$ cat src/rtl/mem_stage_pkg.sv
// Shared definitions for the memory-access stage: memFunc bit indices, the
// W-stage write record and the access FSM state encoding.
package mem_stage_pkg;

  localparam int MEM_FUNC_W = 11;

  localparam int MF_LB  = 0;
  localparam int MF_LH  = 1;
  localparam int MF_LW  = 2;
  localparam int MF_LD  = 3;
  localparam int MF_LBU = 4;
  localparam int MF_LHU = 5;
  localparam int MF_LWU = 6;
  localparam int MF_SB  = 7;
  localparam int MF_SH  = 8;
  localparam int MF_SW  = 9;
  localparam int MF_SD  = 10;

  localparam logic [63:0] ZERO_64 = 64'd0;

  typedef enum logic [1:0] {
    ST_IDLE      = 2'd0,
    ST_WAIT_ACK  = 2'd1,
    ST_WAIT_DATA = 2'd2
  } mem_state_e;

  typedef struct packed {
    logic        en;
    logic [4:0]  addr;
    logic [63:0] data;
  } rd_write_t;

endpackage

$ cat src/rtl/mem_stage_if.sv
// Data-memory port: valid/ready request channel plus rvalid load response.
interface mem_stage_if #(
  parameter int ADDR_W = 64,
  parameter int DATA_W = 64
);
  logic                  dmem_valid;
  logic                  dmem_ready;
  logic                  dmem_we;
  logic [ADDR_W-1:0]     dmem_addr;
  logic [DATA_W-1:0]     dmem_wdata;
  logic [DATA_W/8-1:0]   dmem_wmask;
  logic                  dmem_rvalid;
  logic [DATA_W-1:0]     dmem_rdata;

  modport master (
    output dmem_valid, dmem_we, dmem_addr, dmem_wdata, dmem_wmask,
    input  dmem_ready, dmem_rvalid, dmem_rdata
  );

  modport slave (
    input  dmem_valid, dmem_we, dmem_addr, dmem_wdata, dmem_wmask,
    output dmem_ready, dmem_rvalid, dmem_rdata
  );
endinterface

$ cat src/rtl/mem_align.sv
// Combinational byte-lane logic: store replication/mask, load extract/extend,
// and (with MEM_MISALIGN_CHECK_EN) natural-alignment detection.
module mem_align
  import mem_stage_pkg::*;
(
  input  logic [MEM_FUNC_W-1:0] mem_func_i,
  input  logic [2:0]            off_i,
  input  logic [63:0]           store_data_i,
  input  logic [63:0]           load_data_i,
  output logic [63:0]           wdata_o,
  output logic [7:0]            wmask_o,
  output logic [63:0]           load_value_o
`ifdef MEM_MISALIGN_CHECK_EN
  , output logic                misalign_o
`endif
);

  logic [63:0] field;

  always_comb begin
    wdata_o = store_data_i;
    wmask_o = 8'h00;
    if (mem_func_i[MF_SB]) begin
      wdata_o = {8{store_data_i[7:0]}};
      wmask_o = 8'h01 << off_i;
    end else if (mem_func_i[MF_SH]) begin
      wdata_o = {4{store_data_i[15:0]}};
      wmask_o = 8'h03 << off_i;
    end else if (mem_func_i[MF_SW]) begin
      wdata_o = {2{store_data_i[31:0]}};
      wmask_o = 8'h0F << off_i;
    end else if (mem_func_i[MF_SD]) begin
      wmask_o = 8'hFF;
    end
  end

  // Lanes past byte 7 shift in as zero, which gives the zero-fill for straddling loads.
  assign field = load_data_i >> {off_i, 3'b000};

  always_comb begin
    load_value_o = ZERO_64;
    if (mem_func_i[MF_LB])       load_value_o = {{56{field[7]}}, field[7:0]};
    else if (mem_func_i[MF_LH])  load_value_o = {{48{field[15]}}, field[15:0]};
    else if (mem_func_i[MF_LW])  load_value_o = {{32{field[31]}}, field[31:0]};
    else if (mem_func_i[MF_LBU]) load_value_o = {56'd0, field[7:0]};
    else if (mem_func_i[MF_LHU]) load_value_o = {48'd0, field[15:0]};
    else if (mem_func_i[MF_LWU]) load_value_o = {32'd0, field[31:0]};
    else if (mem_func_i[MF_LD])  load_value_o = field;
  end

`ifdef MEM_MISALIGN_CHECK_EN
  logic is_half, is_word, is_dbl;
  assign is_half    = mem_func_i[MF_LH] | mem_func_i[MF_LHU] | mem_func_i[MF_SH];
  assign is_word    = mem_func_i[MF_LW] | mem_func_i[MF_LWU] | mem_func_i[MF_SW];
  assign is_dbl     = mem_func_i[MF_LD] | mem_func_i[MF_SD];
  assign misalign_o = (is_half & off_i[0]) | (is_word & (|off_i[1:0])) | (is_dbl & (|off_i));
`endif

endmodule

$ cat src/rtl/mem_stage.sv
// M stage: issues the load/store on the dmem port, stalls until it completes,
// and registers the rd write into W. MEM_MISALIGN_CHECK_EN adds misalignW.
module mem_stage
  import mem_stage_pkg::*;
#(
  parameter int ADDR_W = 64,
  parameter int DATA_W = 64
) (
  input  logic                  clk,
  input  logic                  rst,
  input  logic [MEM_FUNC_W-1:0] memFuncM,
  input  logic                  RamReadEnableM,
  input  logic                  RamWriteEnableM,
  input  logic [ADDR_W-1:0]     RamReadAddrM,
  input  logic [ADDR_W-1:0]     RamWriteAddrM,
  input  logic [DATA_W-1:0]     RamWriteDataM,
  input  logic                  rdWriteEnableM,
  input  logic [4:0]            rdWriteAddrM,
  input  logic [DATA_W-1:0]     rdWriteDataM,
  input  logic                  flushM,
  mem_stage_if.master           dmem,
  output logic                  stallReqM,
  output logic                  rdWriteEnableW,
  output logic [4:0]            rdWriteAddrW,
  output logic [DATA_W-1:0]     rdWriteDataW
`ifdef MEM_MISALIGN_CHECK_EN
  , output logic                misalignW
`endif
);

  mem_state_e        state_q;
  rd_write_t         w_q, w_d;
  logic              is_load, is_store, issue_idle, misalign;
  logic              valid_c, done, stall;
  logic [ADDR_W-1:0] addr;
  logic [63:0]       load_value;

  assign is_load  = RamReadEnableM;
  assign is_store = RamWriteEnableM;
  assign addr     = is_store ? RamWriteAddrM : RamReadAddrM;

`ifdef MEM_MISALIGN_CHECK_EN
  logic align_mis, misalign_q, misalign_d;
  assign misalign = (is_load | is_store) & align_mis;
`else
  assign misalign = 1'b0;
`endif

  mem_align u_align (
    .mem_func_i   (memFuncM),
    .off_i        (addr[2:0]),
    .store_data_i (RamWriteDataM),
    .load_data_i  (dmem.dmem_rdata),
    .wdata_o      (dmem.dmem_wdata),
    .wmask_o      (dmem.dmem_wmask),
    .load_value_o (load_value)
`ifdef MEM_MISALIGN_CHECK_EN
    , .misalign_o (align_mis)
`endif
  );

  assign issue_idle = (is_load | is_store) & ~flushM & ~misalign;

  always_comb begin
    valid_c = 1'b0;
    done    = 1'b0;
    stall   = 1'b0;
    case (state_q)
      ST_IDLE: begin
        valid_c = issue_idle;
        done    = issue_idle & dmem.dmem_ready & (is_store | dmem.dmem_rvalid);
        stall   = issue_idle & ~done;
      end
      ST_WAIT_ACK: begin
        valid_c = 1'b1;
        done    = dmem.dmem_ready & (is_store | dmem.dmem_rvalid);
        stall   = ~done;
      end
      ST_WAIT_DATA: begin
        done  = dmem.dmem_rvalid;
        stall = ~done;
      end
      default: ;
    endcase
  end

  // Gated with rst so a request presented during reset never reaches memory.
  assign dmem.dmem_valid = rst & valid_c;
  assign stallReqM       = rst & stall;
  assign dmem.dmem_we    = is_store;
  assign dmem.dmem_addr  = {addr[ADDR_W-1:3], 3'b000};

  always_comb begin
    w_d = '{en: 1'b0, addr: 5'd0, data: ZERO_64};
    if (!stall && !(state_q == ST_IDLE && (flushM || misalign)) && !(done && is_store)) begin
      w_d.en   = rdWriteEnableM;
      w_d.addr = rdWriteAddrM;
      w_d.data = (done && is_load) ? load_value : rdWriteDataM;
    end
  end

  always_ff @(posedge clk or negedge rst) begin
    if (!rst) begin
      state_q <= ST_IDLE;
      w_q     <= '{en: 1'b0, addr: 5'd0, data: ZERO_64};
    end else begin
      w_q <= w_d;
      case (state_q)
        ST_IDLE: begin
          if (issue_idle) begin
            if (!dmem.dmem_ready)                         state_q <= ST_WAIT_ACK;
            else if (!is_store && !dmem.dmem_rvalid)      state_q <= ST_WAIT_DATA;
          end
        end
        ST_WAIT_ACK: begin
          if (dmem.dmem_ready)
            state_q <= (is_store || dmem.dmem_rvalid) ? ST_IDLE : ST_WAIT_DATA;
        end
        ST_WAIT_DATA: begin
          if (dmem.dmem_rvalid) state_q <= ST_IDLE;
        end
        default: state_q <= ST_IDLE;
      endcase
    end
  end

  assign rdWriteEnableW = w_q.en;
  assign rdWriteAddrW   = w_q.addr;
  assign rdWriteDataW   = w_q.data;

`ifdef MEM_MISALIGN_CHECK_EN
  assign misalign_d = (state_q == ST_IDLE) & ~flushM & misalign;

  always_ff @(posedge clk or negedge rst) begin
    if (!rst) misalign_q <= 1'b0;
    else      misalign_q <= misalign_d;
  end

  assign misalignW = misalign_q;
`endif

endmodule

$ cat src/flat_wrapper.sv
// flat-port wrapper written by rule: the top's interface ports become plain ports
module mem_stage_flat import mem_stage_pkg::*;
#(
  parameter int ADDR_W = 64,
  parameter int DATA_W = 64
)
  (clk, rst, memFuncM, RamReadEnableM, RamWriteEnableM, RamReadAddrM, RamWriteAddrM, RamWriteDataM, rdWriteEnableM, rdWriteAddrM, rdWriteDataM, flushM, stallReqM, rdWriteEnableW, rdWriteAddrW, rdWriteDataW, dmem_dmem_valid, dmem_dmem_we, dmem_dmem_addr, dmem_dmem_wdata, dmem_dmem_wmask, dmem_dmem_ready, dmem_dmem_rvalid, dmem_dmem_rdata);
  mem_stage_if #(.ADDR_W(ADDR_W), .DATA_W(DATA_W)) dmem_i ();
  input  logic clk;
  input  logic rst;
  input  logic [MEM_FUNC_W-1:0] memFuncM;
  input  logic RamReadEnableM;
  input  logic RamWriteEnableM;
  input  logic [ADDR_W-1:0] RamReadAddrM;
  input  logic [ADDR_W-1:0] RamWriteAddrM;
  input  logic [DATA_W-1:0] RamWriteDataM;
  input  logic rdWriteEnableM;
  input  logic [4:0] rdWriteAddrM;
  input  logic [DATA_W-1:0] rdWriteDataM;
  input  logic flushM;
  output logic stallReqM;
  output logic rdWriteEnableW;
  output logic [4:0] rdWriteAddrW;
  output logic [DATA_W-1:0] rdWriteDataW;
  output wire logic [$bits(dmem_i.dmem_valid)-1:0] dmem_dmem_valid;
  output wire logic [$bits(dmem_i.dmem_we)-1:0] dmem_dmem_we;
  output wire logic [$bits(dmem_i.dmem_addr)-1:0] dmem_dmem_addr;
  output wire logic [$bits(dmem_i.dmem_wdata)-1:0] dmem_dmem_wdata;
  output wire logic [$bits(dmem_i.dmem_wmask)-1:0] dmem_dmem_wmask;
  input wire logic [$bits(dmem_i.dmem_ready)-1:0] dmem_dmem_ready;
  input wire logic [$bits(dmem_i.dmem_rvalid)-1:0] dmem_dmem_rvalid;
  input wire logic [$bits(dmem_i.dmem_rdata)-1:0] dmem_dmem_rdata;
  assign dmem_dmem_valid = dmem_i.dmem_valid;
  assign dmem_dmem_we = dmem_i.dmem_we;
  assign dmem_dmem_addr = dmem_i.dmem_addr;
  assign dmem_dmem_wdata = dmem_i.dmem_wdata;
  assign dmem_dmem_wmask = dmem_i.dmem_wmask;
  assign dmem_i.dmem_ready = dmem_dmem_ready;
  assign dmem_i.dmem_rvalid = dmem_dmem_rvalid;
  assign dmem_i.dmem_rdata = dmem_dmem_rdata;
  mem_stage #(.ADDR_W(ADDR_W), .DATA_W(DATA_W)) u_core (.clk(clk), .rst(rst), .memFuncM(memFuncM), .RamReadEnableM(RamReadEnableM), .RamWriteEnableM(RamWriteEnableM), .RamReadAddrM(RamReadAddrM), .RamWriteAddrM(RamWriteAddrM), .RamWriteDataM(RamWriteDataM), .rdWriteEnableM(rdWriteEnableM), .rdWriteAddrM(rdWriteAddrM), .rdWriteDataM(rdWriteDataM), .flushM(flushM), .dmem(dmem_i), .stallReqM(stallReqM), .rdWriteEnableW(rdWriteEnableW), .rdWriteAddrW(rdWriteAddrW), .rdWriteDataW(rdWriteDataW));
endmodule
$ cat config.mk
export PLATFORM = sky130hd
export DESIGN_NAME = mem_stage_flat
export DESIGN_NICKNAME = d
export VERILOG_FILES = /design/src/rtl/mem_stage_pkg.sv /design/src/rtl/mem_stage_if.sv /design/src/rtl/mem_align.sv /design/src/rtl/mem_stage.sv /design/src/flat_wrapper.sv
export SDC_FILE = /design/constraint.sdc
export NUM_CORES = 1
export LEC_CHECK = 0
export BUFFER_PORTS_ARGS = -buffer_cell sky130_fd_sc_hd__buf_2
export CAP_MARGIN = 20
export CORE_AREA = 2 2 213 215
export DETAILED_ROUTE_END_ITERATION = 7
export DIE_AREA = 0 0 215 217
export PLACE_DENSITY_LB_ADDON = 0.25
export SKIP_LAST_GASP = 1
export SYNTH_ARGS = -nofsm -noshare
export SYNTH_HDL_FRONTEND = slang
export SYNTH_SLANG_ARGS = --single-unit
$ cat constraint.sdc
create_clock -name clk -period 10.7 [get_ports clk]
set_clock_uncertainty 0.1 [all_clocks]
set_input_delay 3.21 -clock clk [delete_from_list [all_inputs] [get_ports clk]]
set_output_delay 3.21 -clock clk [all_outputs]
set_load 0.05 [all_outputs]
* Word-level counts from Yosys, hierarchy flattened
Index checks and enable logic that the tools add are counted.
Widths: inputs -> output; s select.
** Storage, ports and cells
- Output and inout bits :: 209
- Flip-flop bits (word level) :: 72
- Logic and storage cells :: 68
- Input port bits :: 344
** Operators by class
- Reductions and logical operators :: 14
- Equality and inequality tests :: 6
- Shift operators :: 4
- Mux-type cells :: 27
- Bitwise gates (word level) :: 13
** Operators by type and width (count)
- $mux 64 :: 12
- $mux 70 :: 1
- $shr 64x6->64 :: 1
- $mux 8 :: 4
- $mux 2 :: 6
- $shl 1x3->8 const A :: 1
- $shl 2x3->8 const A :: 1
- $shl 4x3->8 const A :: 1
- $and 1x1->1 :: 7
- $logic_and 1x1->1 :: 6
- $pmux 1 s3 :: 2
- $pmux 2 s3 :: 1
- $logic_not 1->1 :: 5
- $ne 2x2->1 const B :: 2
- $not 1->1 :: 4
- $reduce_and 4->1 :: 1
- $ne 3x3->1 const B :: 1
- $eq 2x1->1 const B :: 1
- $eq 2x2->1 const B :: 1
- $logic_not 2->1 :: 1
- $ne 2x1->1 const B :: 1
- $or 1x1->1 :: 2
- $pmux 1 s2 :: 1
- $logic_or 1x1->1 :: 1

* Depth between registers and ports, before layout
Gate-level depths: netlist of run 1.
- Word-level depth :: 11
- Mapped depth :: 11
- Mapped depth without buffers :: 8

* Modules after synthesis
Synthesis of run 1 repeated with hierarchy kept, for this count alone.
** Unflattened totals
- Cell total of the unflattened synthesis :: 1122
- Area, all modules :: 9371.5 um^2
** Modules (own cells, without submodules)
- mem_stage :: instances 1, area an instance 5640.4 um^2, cells each 561, seq. area each 1801.7 um^2
- mem_align :: instances 1, area an instance 3731.1 um^2, cells each 561, seq. area each 0.0 um^2

* Worst setup path before layout of run 1
No wires, ideal clock.
- Path type :: input-to-output
- Start point :: input port RamWriteEnableM
- End point :: output port dmem_dmem_wmask[2]
- Arrival time :: 5.819 ns
- Required time :: 7.390 ns
- Buffers on the path :: 3
- Setup slack :: 1.571 ns
- Stages :: 11
- Cell sequence :: mux2i_4 -> buf_8 -> inv_1 -> clkbuf_1 -> buf_2 -> ha_1 -> nor3b_1 -> a21oi_1 -> nor2_1 -> a21oi_1 -> o21ai_0
** On the way
- Longest elaborated chain between the ends :: 5
** RTL lines
- from (decl) :: RTL line flat_wrapper.sv:13 : input logic RamWriteEnableM;
- $mux 64 * :: RTL line mem_stage.sv:40 : assign addr = is_store ? RamWriteAddrM : RamReadAddrM;
- $shl 4x3->8 :: RTL line mem_align.sv:31 : wmask_o = 8'h0F << off_i;
- $mux 8 :: RTL line mem_align.sv:29 : end else if (mem_func_i[MF_SW]) begin
- $mux 8 :: RTL line mem_align.sv:26 : end else if (mem_func_i[MF_SH]) begin
- $mux 8 * :: RTL line mem_align.sv:23 : if (mem_func_i[MF_SB]) begin
- to (decl) :: RTL line flat_wrapper.sv:29 : output wire logic [$bits(dmem_i.dmem_wmask)-1:0] dmem_dmem_wmask;
Every way passes the cells marked *; elsewhere a longest branch is shown, timed or not.

* Worst setup path after layout of run 1
- Start point :: input port RamWriteEnableM
- End point :: output port dmem_dmem_wmask[6]
The elaborated chain is that of the path after synthesis.

==> impl_results.md, run 1 <==
- Critical path fanouts, max: 37
- Hold WC Path Type: reg2reg
- Initial antenna violation count: 18
- Place WS: approximately 1.5 ns
- Largest net degree at the start of global routing: 60
- Pwr per Cell Area: about 120 nW/um2
- Synth area leader: dfrtp_1
- Maxcap violations: 0
- Hpwl dp: about 35000 um
- H-tree levels: 3
- Slew Limit Headroom: 0.3092
- TritonCTS clock tree: yes
- Vias in the first global route: 8386
- Die Wd: around 220 um
- Fmax: 108.9 MHz
- Status: completed
- Syn Inst Count: approximately 860
- Vias: 8460
- Area growth syn-to-layout: 51.85%
- Leak Pwr: approximately 5.5 nW
- IO Pins: 553
- Bufs on Longest Clock Path: 2
- Yosys warning total: 0
- Final #Nets: approximately 1700
- Total of fill cells in the finished design: 5098
- Final setup violation count: 0
- Crit Path Category: in2out
- Pins Over Slew Limit: 0
- Setup Buffers After CTS: 0
- Drt first pass iters: 5
- Commonest non-fill, non-tap cell in the layout: buf_2
- Post-synthesis sequential area ratio: 0.2622
- Required time worst endpoint: 7.39 ns
- Core ar.: 44700 um2
- Rows: 78
- Clock transition at path regs: 0.06 ns
- Crit start category: input port
- Tmin final: slightly above 9 ns
- Post-CTS sizing: 0
- Crit end category: output port
- Total global routing overflow: 0
- # hold bufs at CTS: 0
- Fin crit share: 0.8579
- Final hold vios: 0
- DR iter-0 viols: 606
- Residual DRC: 0
- PnR worst setup slack: between 1.5 and 2 ns
- Vias per std cell: 4.305
- Clock sink total: ~70
- Mean area per synthesized cell: 8.026 um2
- Yosys cell types: 56
- Top_reg_cell synth: dfrtp_1
- Sum Neg Setup Slack: 0 ns
- Starting Density: 0.1537
- Share of the synthesized area in the top cell type: 0.2622
- Chip height: 217 um
- GP Congestion: 0.9219
- Commonest cells after routing, fill and taps aside: buf_2 (547), nand2_1 (152), nor2_1 (84), mux2i_1 (79), dfrtp_1 (72)
- Die area: approximately 47000 um2
- WL/cell: 21.25 um
- WP data arrival: roughly 6 ns
- Number of flops mapped to enable cells by yosys: 0
- First-pass GRT wire length: 57850 um
- RSZ-0062 raised after global routing: false
- IO Port Bufs: 549
- Tot GR Track Use: 0.1695
- FF+latch count, synth: 72
- Routed Antenna Nets: 0
- Inserted Clock Buffers: 9
- Share of cells above drive strength 1: 0.5111
- Worst-Margin Slew: approximately 1 ns
- Post-synthesis async set-or-reset flop share: 1.000
- VDD IR-drop max: 56.39 uV
- WL final: 41750 um
- Clk_lat worst skew: approximately 0.34 ns
- Clk root buf: clkbuf_16
- Area contributors post-synth: dfrtp_1 (26%), mux2i_1 (12%), mux2_2 (11%)
- Mapped cell area: 6870 um2
==> worst paths after layout <==
kind	end	from	depth (start not counted)	slack, ns
max	dmem_dmem_wmask[6]	RamWriteEnableM	10	1.52
min	u_core.state_q[1]	u_core.state_q[0]	3	0.62
max reg2reg	u_core.rdWriteDataW[63]	u_core.state_q[0]	5	7.98
min reg2reg	u_core.state_q[1]	u_core.state_q[0]	3	0.62
max in group asynchronous	u_core.rdWriteDataW[47]	rst	2	6.79
min in group asynchronous	u_core.rdWriteDataW[19]	rst	1	2.72
==> routing by layer <==
| metal | track usage | vias to the layer above | wire length, um | part of all wire |
|---|---|---|---|---|
| met5 | 0 | - | 84 | 0.0020 |
| met4 | 0.04368 | 14 | 672 | 0.016 |
| met3 | 0.03913 | 39 | 2731 | 0.065 |
| met1 | 0.2046 | 4010 | 17120 | 0.41 |
| met2 | 0.3027 | 370 | 21140 | 0.51 |
| li1 | - | 4027 | - | - |
==> where the power goes <==
group | internal, mW | switching [mW]
clock network | 0.187 | 0.125
registers | 0.291 | 0.00603
logic | 0.174 | 0.431
total | 0.652 | 0.563
==> cell usage after synthesis (all sizes together) (9+ instances only) <==
cell type  number
clkbuf         51
mux2i          82
nor2           85
a22o           16
nand3          22
a211oi         18
nor2b          20
dfrtp          72
nand2         152
a21oi          60
mux2           70
buf            32
inv            12
ha              9
o21ai          64
==> metrics by stage <==
| stage | total power, mW | hold WS (ns) | area [um2] | cells | utilization |
|---|---|---|---|---|---|
| finish | 1.214 | 0.6207 | 10430 | 1965 | 0.2334 |
| global route | 1.273 | 0.6801 | 10430 | 1963 | 0.2333 |
| CTS | 1.229 | 0.6230 | 10410 | 1956 | 0.2329 |
| detailed placement | 0.9114 | 0.6232 | 10110 | 1940 | 0.2262 |
| global placement | 0.9098 | 0.6041 | 10110 | 1940 | 0.2262 |
| floorplan | 0.7042 | 0.5362 | 6878 | 858 | - |
==> critical path: stages <==
cell and delay [ns]:
buf_4 0.39, mux2i_4 0.53, inv_2 0.27, ha_1 0.33, nor3b_1 0.19, a21oi_1 0.06
nor2_1 0.10, a21oi_1 0.08, o211ai_1 0.35, buf_2 0.35
==> sequential cells by signal, summed over array words and instances (netlist names) <==
signal and flops:
u_core.rdWriteAddrW 5, u_core.rdWriteEnableW 1, u_core.state_q 2, u_core.rdWriteDataW 64
==> cells by family (layout without fill, tap and decap cells) <==
| group | count (synthesis) | in the layout | share of synthesized area |
|---|---|---|---|
| AOI/OAI and AO/OA | 220 | 220 | 0.2249 |
| adders and majority gates | 9 | 9 | 0.01639 |
| buffers and inverters | 95 | 593 | 0.06902 |
| DFF | 72 | 72 | 0.2622 |
| muxes | 152 | 152 | 0.2366 |
| other | 1 | 12 | 0.0005458 |
| and+or+nand+nor | 307 | 307 | 0.1903 |
==> cell type report <==
type | instances | area (um2) | area share
clock inverters | 5 | 56.30 | 0.005397
repair buffers | 565 | 2873 | 0.2754
well taps | 600 | 750.7 | 0.07196
clock buffers | 11 | 242.7 | 0.02327
inverters | 12 | 45.04 | 0.004318
multi-input cells | 691 | 4641 | 0.4448
flip-flops and latches | 72 | 1802 | 0.1727
diodes | 9 | 22.52 | 0.002159
(Power assumes the default switching activity.)
==> run 2, diff against run 1 <==
--- a/config.mk
+++ b/config.mk
@@ -7,9 +7,9 @@
 export LEC_CHECK = 0
 export BUFFER_PORTS_ARGS = -buffer_cell sky130_fd_sc_hd__buf_2
 export CAP_MARGIN = 20
-export CORE_AREA = 2 2 213 215
+export CORE_AREA = 2 2 217 219
 export DETAILED_ROUTE_END_ITERATION = 7
-export DIE_AREA = 0 0 215 217
+export DIE_AREA = 0 0 219 221
 export PLACE_DENSITY_LB_ADDON = 0.25
 export SKIP_LAST_GASP = 1
 export SYNTH_ARGS = -nofsm -noshare
==> constraint.sdc (replaced) <==
create_clock -name clk -period 10.1 [get_ports clk]
set_clock_uncertainty 0.1 [all_clocks]
set_input_delay 3.03 -clock clk [delete_from_list [all_inputs] [get_ports clk]]
set_output_delay 3.03 -clock clk [all_outputs]
set_load 0.05 [all_outputs]
==> run 2 against run 1 <==
First-iteration DRC count decreased by 17%. Combinational power is 5.8% higher. Setup slack better by 0.11 ns. Final area is 0.46% higher. Utilization down 0.59 points. Final cell count rose by 0.66%. Sequential power up 6%. Sequential cell count stayed put. Sequential share of layout area decreased by 0.078 points. Global-route usage fell by 0.32 points. Register-to-register slack got worse by 0.59 ns. Highest routed layer unchanged.
==> impl_results.md, run 2 (synthesis results as in run 1) <==
- Tmin final: between 8 and 9 ns
- Drt first pass iters: 5 (unchanged)
- Bufs on Longest Clock Path: 2 (unchanged)
- Total global routing overflow: 0 (unchanged)
- Clk root buf: clkbuf_16
- Final #Nets: 1704 (unchanged)
- Maxcap violations: 0 (unchanged)
- FF-to-FF setup slack: 7.39 ns (-0.59 ns)
- GP Congestion: 0.9674 (+4.9%)
- Inserted Clock Buffers: 9 (unchanged)
- RSZ-0062 raised after global routing: false
- First-pass GRT wire length: 57900 um (about the same)
- Max reg flops: 64 (unchanged)
- Routed Antenna Nets: 0 (unchanged)
- Place WS: 1.669 ns (+0.2053 ns)
- IO Pins: 553 (unchanged)
- VDD IR-drop max: 75.19 uV (+33%)
- Area growth syn-to-layout: 52.54%
- Leak Pwr: 5.492 nW (+0.16%)
- DR iter-0 viols: 504 (-17%)
- Final setup violation count: 0 (unchanged)
- Pwr per Cell Area: 125.2 nW/um2 (+7.6%)
- Starting Density: 0.1492 (-0.004551)
- Hpwl dp: 35970 um (+2.3%)
- Crit start category: input port
- Crit end category: output port
- Largest net degree at the start of global routing: 75 (+25%)
- Hold WS: 0.6194 ns (-0.001322 ns)
- Setup Buffers After CTS: 0 (unchanged)
- WL final: 42440 um (+1.6%)
- Final Non-Filler Cells: 1978 (+0.66%)
- Hold WC Path Type: reg2reg
- Overall Power: 1.313 mW (+8.1%)
- Tot GR Track Use: 0.1663 (-0.003188)
- Commonest non-fill, non-tap cell in the layout: buf_2
- Critical path fanouts, max: 52 (+41%)
- Slew Limit Headroom: 0.2944 (-0.01476)
- Chip height: 221 um (+1.8%)
- Post-CTS sizing: 0 (unchanged)
- Crit Path Category: in2out
- Worst-Margin Slew: 1.047 ns (+0.02190 ns)
- Cells after DPL: 1945 (+0.26%)
- Final hold vios: 0 (unchanged)
- WP data arrival: 5.34 ns (-0.53 ns)
- Share of cells above drive strength 1: 0.5114 (about the same)
- Core ar.: 46060 um2 (+3.1%)
- Sum Neg Setup Slack: 0 ns (unchanged)
- Clock transition at path regs: 0.06 ns (about the same)
- Clk_lat worst skew: 0.35 ns (about the same)
- Vias: 8415 (-0.53%)
- WL/cell: 21.45 um (+0.98%)
- H-tree levels: 3 (unchanged)
- Fin crit share: 0.8390
- Residual DRC: 0 (unchanged)
- Vias in the first global route: 8203 (-2.2%)
- Initial antenna violation count: 26 (+8)
- # hold bufs at CTS: 0 (unchanged)
- Die Wd: 219 um (+1.9%)
- Final non-filler cell area: 10480 um2 (+0.46%)
- IO Port Bufs: 549 (unchanged)
- Fin util: 0.2275 (-0.005879)
- Rows: 79 (+1.3%)
- Fmax: roughly 120 MHz
- Clock sink total: 72 (unchanged)
- Status: completed
- Commonest cells after routing, fill and taps aside: buf_2 (547), nand2_1 (152), nor2_1 (84), mux2i_1 (79), dfrtp_1 (72)
- Pins Over Slew Limit: 0 (unchanged)
- PnR worst setup slack: 1.627 ns (+0.1059 ns)
- Cell Area, Placed: 10100 um2 (about the same)
- Die area: 48400 um2 (+3.7%)
- TritonCTS clock tree: yes
- Vias per std cell: 4.254 (-1.2%)
- Required time worst endpoint: 6.97 ns (-0.42 ns)
## run 2: worst paths after layout
| kind | start | endpoint | depth (start not counted) |
|---|---|---|---|
| worst max-delay path | RamWriteEnableM | dmem_dmem_wmask[6] | 9 |
| worst min-delay path | u_core.state_q[0] | u_core.state_q[1] | 3 |
| worst min register to register | u_core.state_q[0] | u_core.state_q[1] | 3 |
| min in group asynchronous | rst | u_core.rdWriteDataW[32] | 1 |
| max in group asynchronous | rst | u_core.rdWriteDataW[29] | 2 |
| worst max register to register | u_core.state_q[0] | u_core.rdWriteDataW[56] | 5 |
## run 2: cell type report
cell class / count / area (um2)
fillers: 5273 / 35580
multi-input cells: 691 / 4641
repair buffers: 565 / 2873
flip-flops and latches: 72 / 1802
well taps: 607 / 759.5
clock buffers: 10 / 239.0
clock inverters: 5 / 81.33
inverters: 12 / 45.04
diodes: 16 / 40.04
## run 2: worst max-delay path, cell delays in order
cell and delay (ns):
buf_4 0.15, mux2i_4 0.27, buf_4 0.62, ha_1 0.37, a21oi_1 0.17, nor2_1 0.06, a21oi_1 0.19, o211ai_1 0.14
buf_2 0.26
## run 2: power breakdown
part	internal, mW	leakage, nW	switching [mW]
logic	0.185	4.36	0.455
clock network	0.222	0.155	0.137
registers	0.308	0.977	0.00586
total	0.715	5.49	0.598
## run 2: routing by layer
metal,GRT usage,share of wire
met1,0.1917,0.39
met2,0.2886,0.50
met3,0.04893,0.080
met4,0.06168,0.028
met5,0,0.0029
